## src/rtl/dmem_arbiter.sv

```systemverilog
// dmem_arbiter
// ------------
// Shares one single-port data memory between the pipeline MEM stage (CPU)
// and an external loader (host). The CPU has priority, but a pending host
// request is only made to yield for HOST_MAX_WAIT cycles before it is
// forced through, stalling the CPU for that one cycle. Each host access is
// followed by an ACK cycle in which the host cannot be granted, so the host
// issues at most one access every two cycles.
//
// Optional feature: define DMEM_ARB_STATS_EN to enable the saturating
// stall_cnt / host_cnt statistics counters. Without it both outputs are
// tied to zero and no counter flops exist.
//
// Ports
//   clk                     sole clock, rising edge
//   reset                   asynchronous, active-low reset
//   cpu_req, cpu_we         MEM-stage access request and write flag
//   cpu_addr, cpu_wdata     CPU address and store data
//   cpu_rdata               load data (combinational from mem_rdata)
//   cpu_stall               holds the MEM stage and all earlier stages
//   host_req, host_we       loader request and write flag
//   host_addr, host_wdata   loader address and write data
//   host_rdata              read data captured on the host grant edge
//   host_ack                one-cycle completion pulse (the ACK cycle)
//   mem_we, mem_addr,
//   mem_wdata, mem_rdata    single-port memory, combinational read,
//                           write on clk rising edge
//   stall_cnt, host_cnt     statistics counters

module dmem_arbiter #(
    parameter int DATA_W        = 32,
    parameter int ADDR_W        = 32,
    parameter int HOST_MAX_WAIT = 4
) (
    input  logic              clk,
    input  logic              reset,
    input  logic              cpu_req,
    input  logic              cpu_we,
    input  logic [ADDR_W-1:0] cpu_addr,
    input  logic [DATA_W-1:0] cpu_wdata,
    output logic [DATA_W-1:0] cpu_rdata,
    output logic              cpu_stall,
    input  logic              host_req,
    input  logic              host_we,
    input  logic [ADDR_W-1:0] host_addr,
    input  logic [DATA_W-1:0] host_wdata,
    output logic [DATA_W-1:0] host_rdata,
    output logic              host_ack,
    output logic              mem_we,
    output logic [ADDR_W-1:0] mem_addr,
    output logic [DATA_W-1:0] mem_wdata,
    input  logic [DATA_W-1:0] mem_rdata,
    output logic [15:0]       stall_cnt,
    output logic [15:0]       host_cnt
);

    localparam logic [3:0] MAX_WAIT = 4'(HOST_MAX_WAIT);

    typedef enum logic {
        IDLE = 1'b0,
        ACK  = 1'b1
    } state_t;

    state_t            state_reg;
    state_t            state_next;
    logic [3:0]        wait_cnt_reg;
    logic [3:0]        wait_cnt_next;
    logic              host_ack_reg;
    logic [DATA_W-1:0] host_rdata_reg;

    logic              host_grant;
    logic              cpu_grant;

    // ------------------------------------------------------------------
    // Arbitration FSM: next state, grants and the host wait counter
    // ------------------------------------------------------------------
    always_comb begin
        state_next    = state_reg;
        wait_cnt_next = wait_cnt_reg;
        host_grant    = 1'b0;
        cpu_grant     = 1'b0;

        case (state_reg)
            IDLE: begin
                // Host wins when the CPU is quiet, or once it has yielded
                // for the full HOST_MAX_WAIT cycles.
                host_grant = host_req & (~cpu_req | (wait_cnt_reg == MAX_WAIT));
                cpu_grant  = cpu_req & ~host_grant;

                if (host_grant) begin
                    state_next = ACK;
                end

                if (~host_req || host_grant) begin
                    wait_cnt_next = 4'd0;
                end else if (wait_cnt_reg < MAX_WAIT) begin
                    wait_cnt_next = wait_cnt_reg + 4'd1;
                end
            end

            ACK: begin
                // The host is never granted here; a host_req still high is
                // a fresh transaction that competes in the next IDLE cycle.
                cpu_grant  = cpu_req;
                state_next = IDLE;
                if (~host_req) begin
                    wait_cnt_next = 4'd0;
                end
            end

            default: begin
                state_next    = IDLE;
                wait_cnt_next = 4'd0;
            end
        endcase
    end

    // ------------------------------------------------------------------
    // Memory port mux. With no grant the CPU side still drives the address
    // and data so the combinational read path stays on the CPU address.
    // ------------------------------------------------------------------
    always_comb begin
        mem_addr  = cpu_addr;
        mem_wdata = cpu_wdata;
        mem_we    = cpu_we & cpu_grant;
        if (host_grant) begin
            mem_addr  = host_addr;
            mem_wdata = host_wdata;
            mem_we    = host_we;
        end
    end

    assign cpu_rdata = mem_rdata;
    assign cpu_stall = cpu_req & host_grant;

    // ------------------------------------------------------------------
    // State registers
    // ------------------------------------------------------------------
    always_ff @(posedge clk or negedge reset) begin
        if (!reset) begin
            state_reg      <= IDLE;
            wait_cnt_reg   <= 4'd0;
            host_ack_reg   <= 1'b0;
            host_rdata_reg <= '0;
        end else begin
            state_reg    <= state_next;
            wait_cnt_reg <= wait_cnt_next;
            // The ack pulse is exactly the ACK cycle that follows a grant.
            host_ack_reg <= host_grant;
            // Capture on every grant, writes included (returns the word as
            // it was before the write lands).
            if (host_grant) begin
                host_rdata_reg <= mem_rdata;
            end
        end
    end

    assign host_ack   = host_ack_reg;
    assign host_rdata = host_rdata_reg;

    // ------------------------------------------------------------------
    // Statistics counters
    // ------------------------------------------------------------------
`ifdef DMEM_ARB_STATS_EN
    logic [15:0] stall_cnt_reg;
    logic [15:0] host_cnt_reg;

    always_ff @(posedge clk or negedge reset) begin
        if (!reset) begin
            stall_cnt_reg <= 16'd0;
            host_cnt_reg  <= 16'd0;
        end else begin
            if (cpu_stall && (stall_cnt_reg != 16'hFFFF)) begin
                stall_cnt_reg <= stall_cnt_reg + 16'd1;
            end
            if (host_grant && (host_cnt_reg != 16'hFFFF)) begin
                host_cnt_reg <= host_cnt_reg + 16'd1;
            end
        end
    end

    assign stall_cnt = stall_cnt_reg;
    assign host_cnt  = host_cnt_reg;
`else
    assign stall_cnt = 16'd0;
    assign host_cnt  = 16'd0;
`endif

endmodule

```

## config.mk

```make
export PLATFORM = sky130hd
export DESIGN_NAME = dmem_arbiter
export DESIGN_NICKNAME = d
export VERILOG_FILES = /design/src/rtl/dmem_arbiter.sv
export SDC_FILE = /design/constraint.sdc
export NUM_CORES = 1
export LEC_CHECK = 0
export ABC_AREA = 1
export BUFFER_PORTS_ARGS = -buffer_cell sky130_fd_sc_hd__buf_4
export CORE_AREA = 5 5 124 126
export CTS_BUF_LIST = sky130_fd_sc_hd__clkbuf_4 sky130_fd_sc_hd__clkbuf_8 sky130_fd_sc_hd__clkbuf_16
export DETAILED_ROUTE_END_ITERATION = 8
export DIE_AREA = 0 0 129 131
export REMOVE_ABC_BUFFERS = 1
export SLEW_MARGIN = 10
export SYNTH_ARGS = -nofsm -noshare
export SYNTH_HDL_FRONTEND = slang
export SYNTH_SLANG_ARGS = --single-unit
```

## constraint.sdc

```tcl
create_clock -name clk -period 3.3 [get_ports clk]
set_input_delay 0.66 -clock clk [delete_from_list [all_inputs] [get_ports clk]]
set_output_delay 0.66 -clock clk [all_outputs]
set_load 0.01 [all_outputs]
```

* Yosys cells after proc, flatten, opt, wreduce, memory -nomap -nowiden
Index checks and enable logic that the tools add are counted.
Widths: inputs -> output; s select.
** Storage, ports and cells
- Output and inout bits :: 163
- Latch bits :: 0
- Logic and storage cells :: 31
- Register bits :: 38
- Memories :: 0
- ROM bits :: 0
- RAM bits :: 0
** Operators by class
- Divide/modulo/power cells :: 0
- Reductions and logical operators :: 2
- Shifts and indexed selects :: 0
- $lt $le $gt $ge :: 1
- Bitwise logic cells :: 9
- Muxes and demuxes :: 11
- $mul :: 0
- Add/subtract/negate cells :: 1
- Equal/unequal tests :: 3
** Operator list (number)
- $mux 32 :: 2
- $mux 4 :: 3
- $pmux 4 s2 :: 1
- $add 4x1->4 const B :: 1
- $and 1x1->1 :: 4
- $eq 4x3->1 const B :: 1
- $lt 4x3->1 const B :: 1
- $not 1->1 :: 4
- $pmux 1 s2 :: 2
- $mux 1 :: 3
- $ne 3x3->1 const B :: 1
- $ne 2x2->1 const B :: 1
- $reduce_and 2->1 :: 1
- $logic_or 1x1->1 :: 1
- $or 1x1->1 :: 1

* Longest topological paths before layout
- Word-level depth :: 8
- Gate-level depth with buffers :: 10
- Gate-level depth less buffers :: 8

* Least setup slack after synthesis
Ideal clock, no wire load.
- Path kind :: input to output
- Start :: input port host_req
- End :: output port mem_addr[0]
- Setup slack :: 1.273 ns
- Arrival :: 1.367 ns
- Stages :: 8
- Required time :: 2.640 ns
- Path buffers :: 2
- Path through :: inv_2 -> nor2_2 -> nand2_4 -> clkinv_2 -> buf_6 -> buf_6 -> nand2_1 -> nand2_1
** On the way
- Longest elaborated chain between the ends :: 3
** Ends and longest elaborated chain
- start, declared :: RTL line 43 : input logic host_req,
- $and 1x1->1 :: RTL line 87 : host_grant = host_req & (~cpu_req | (wait_cnt_reg == MAX_WAIT));
- $mux 1 :: RTL line 83 : case (state_reg)
- $mux 32 :: RTL line 126 : if (host_grant) begin
- end, declared :: RTL line 50 : output logic [ADDR_W-1:0] mem_addr,
Every way passes these cells.

* Worst setup path in the final report
- Start :: register wait_cnt_reg[0]
- End :: output port mem_wdata[19]
** On the way
- Longest elaborated chain between the ends :: 5
** Ends and longest elaborated chain
- start, declared :: RTL line 66 : logic [3:0] wait_cnt_reg;
- start signal, assigned :: RTL line 147 : wait_cnt_reg <= wait_cnt_next;
- $eq 4x3->1 :: RTL line 87
- $or 1x1->1 :: RTL line 87
- $and 1x1->1 :: RTL line 87
- $mux 1 :: RTL line 83
- $mux 32 :: RTL line 126
- end, declared :: RTL line 51 : output logic [DATA_W-1:0] mem_wdata,
Every way passes these cells.

==> out/summary.txt <==
Status -> finished, final reports clean
Worst-Skew Late Latency -> 0.28 ns
CP most frequent cell -> nand2_1
Peak fanout along the critical path -> 98
Fin cells -> 886
H-tree depth -> 2
Initial DRC Count -> 138
Vias/cell -> 3.81
Post-route ant nets -> 0
Tcrit/Tclk final -> 82.2%
WL/cell -> 13.1 um
VDD IR max -> 211 uV
Yosys cell types -> 19
Slowest stage cell, crit path -> dfrtp_1
Routability Congestion -> 0.795
Worst-case clock buffer depth -> 2
Syn Inst Count -> 449
Clock slew at reported path FFs -> 0.07 ns
Clock root buffer -> clkbuf_16
Pleak -> 3.04 nW
Sink Count -> 37
Ys flop type -> dfrtp_1
P per Cell Area -> 361 mW/mm^2
Comb power frac -> 38.0%
CP peak stage delay -> 0.41 ns
Psw -> 0.564 mW
Critical Path End Type -> output pin
Sequential share of the synthesized area -> 33.0%
Most common cell after layout, fill and taps aside -> nand2_1
Nets@finish -> 869
Final Hold Violating Endpoints -> 0
Slew @ Worst Pin -> 0.508 ns
DR pass1 iterations -> 4
Routed wire length -> 11600 um
Met2 usage -> 19.7%
Final setup vio count -> 0
CP arrival -> 2.05 ns
GRT Overall Usage -> 11.9%
WHS -> 0.343 ns
Most frequent cells in the layout -> nand2_1 (297), buf_4 (296), dfrtp_1 (37)
First-pass GRT wire length -> 16100 um
Worst Path Required -> 2.64 ns
Unrepaired setup endpoints after global routing -> no
Delay-heaviest family, CP -> simple AND/OR/NAND/NOR gates
Grt ovf -> 0
Number of I/O port buffers -> 296
CTS tree -> done
Syn-to-layout area delta -> 77.6%
Critical Path Start Type -> flop
Core area -> 0.0142 sq mm
Flip-flop count of the largest register after layout -> 32
Starting Density -> 19.8%
Mapped Avg Cell Area -> 6.26 sq um
Relative slew slack -> 66.1%
Part of the total power dissipated in the clock network -> 31.5%
Placed instance count -> 878
Pin count of the biggest net entering global routing -> 99
Vias post-DR -> 3374
Layout cells sized above 1 -> 44.3%
Vias in the first global route -> 3034
Async set-or-reset flop fraction in the synthesized netlist -> 100%
Row count -> 44
Min cycle time layout -> 2.71 ns
Initial antenna violation count -> 0
Die width -> 129 um
Cts bufs inserted -> 5
Max Clk Rate -> 369 MHz
Detailed-route DRC error count -> 0
Post-CTS Resized -> 0
Die ar. -> 0.0169 sq mm
Register share of total power -> 30.5%
GRT met3 Usage -> 2.93%
GR peak layer -> met2
Setup tns final -> 0 ns
Number of synthesized flops with an enable pin -> 0
Flip-flop and latch count after synthesis -> 37
CP cell instances -> inv_1 > ha_1 > nand3_2 > nand2_1 > nand2_4 > buf_12 > nand2_1 > nand2_1 > buf_4
Die Y -> 131 um
Met1 Track Usage GR -> 16.2%
Dpl ws -> 0.826 ns
Hpwl dp -> 9150 um
IO Count -> 329
Sw frac -> 31.3%
Ant. Diodes -> 0
Fill count -> 1551
Setup Fix Bufs, Post-CTS -> 0
Yosys Warn Count -> 0
Worst path bufs/invs -> 3
Critical path class -> flop to output pin
Max-cap viol count -> 0
Total power -> 1.80 mW
Worst Clk Skew -> 0.00594 ns
Hold Path Class -> primary input to async pin
Hold_buf cts -> 0
Fin worst setup slack -> 0.588 ns
Pint -> 1.24 mW
Synth Cell Area -> 0.00281 sq mm
Fin. max-slew vios -> 0
power by group through the flow:
stage | clock network (mW) | registers, mW | logic (mW)
2_1_floorplan | 0 | 0.584 | 0.200
3_3_place_gp | 0 | 0.556 | 0.693
3_5_place_dp | 0 | 0.556 | 0.695
4_1_cts | 0.601 | 0.549 | 0.697
5_1_grt | 0.613 | 0.558 | 0.751
6_report | 0.567 | 0.549 | 0.684
area by class of cell:
type,instances,area (sq um),share of cell area [%]
Multi-Input combinational cell,350,1370,27.4
Clock buffer,5,125,2.51
Tap cell,184,230,4.61
Clock inverter,3,43.8,0.878
Inverter,9,35.0,0.702
Timing Repair Buffer,298,2260,45.3
Sequential cell,37,926,18.6
worst paths after layout:
kind | start | endpoint | slack, ns | depth (start not counted)
setup / recovery | wait_cnt_reg[0]$_DFFE_PN0P_ | mem_wdata[19] | 0.59 | 9
hold / removal | reset | host_rdata[3]$_DFFE_PN0P_ | 0.34 | 1
setup reg to reg | wait_cnt_reg[0]$_DFFE_PN0P_ | host_rdata[1]$_DFFE_PN0P_ | 1.64 | 9
hold reg to reg | host_rdata[18]$_DFFE_PN0P_ | host_rdata[18]$_DFFE_PN0P_ | 0.48 | 2
max in group asynchronous | reset | host_rdata[30]$_DFFE_PN0P_ | 2.60 | 1
min in group clk | host_rdata[18]$_DFFE_PN0P_ | host_rdata[18]$_DFFE_PN0P_ | 0.48 | 2
stage by stage:
| stage | area [sq um] | util [%] |
|---|---|---|
| final | 4990 | 35.1 |
| after floorplan | 2330 | - |
| after global placement | 4820 | 33.9 |
| after CTS | 4990 | 35.1 |
| after detailed placement | 4820 | 33.9 |
| after global routing | 4990 | 35.1 |
synth_stat cells (2+ instances only):
master | number | area, sq um
buf_6 | 4 | 45.0
inv_1 | 7 | 26.3
nand3_1 | 9 | 45.0
nand2_1 | 297 | 1110
clkbuf_1 | 7 | 26.3
buf_2 | 9 | 45.0
nor2_1 | 4 | 15.0
dfrtp_1 | 37 | 926
ha_1 | 2 | 25.0
buf_4 | 64 | 480
kinds of logic after synthesis:
family	Yosys count	share of synthesized area, %
buffers and inverters	93	22.5
other	1	0.134
DFF	37	33.0
AOI/OAI and AO/OA	1	0.178
adders and majority gates	2	0.891
and+or+nand+nor	314	43.0
xor gates and xnor gates	1	0.312
worst register-to-register path: stages, from the launching register on:
cell and delay, ns:
dfrtp_1 0.42, inv_1 0.07, ha_1 0.16, nand3_2 0.11, nand2_1 0.12, nand2_4 0.07
clkinv_2 0.06, buf_12 0.28, nand2_1 0.24, nand2_1 0.07
routing by layer:
metal / wire, um / up-vias / share of wire (%)
li1: - / 1741 / -
met1: 4690 / 1437 / 40
met2: 5680 / 190 / 49
met3: 1210 / 6 / 10
met4: 54 / 0 / 0.46
met5: 0 / - / 0
Power figures use the tool's default switching activity.
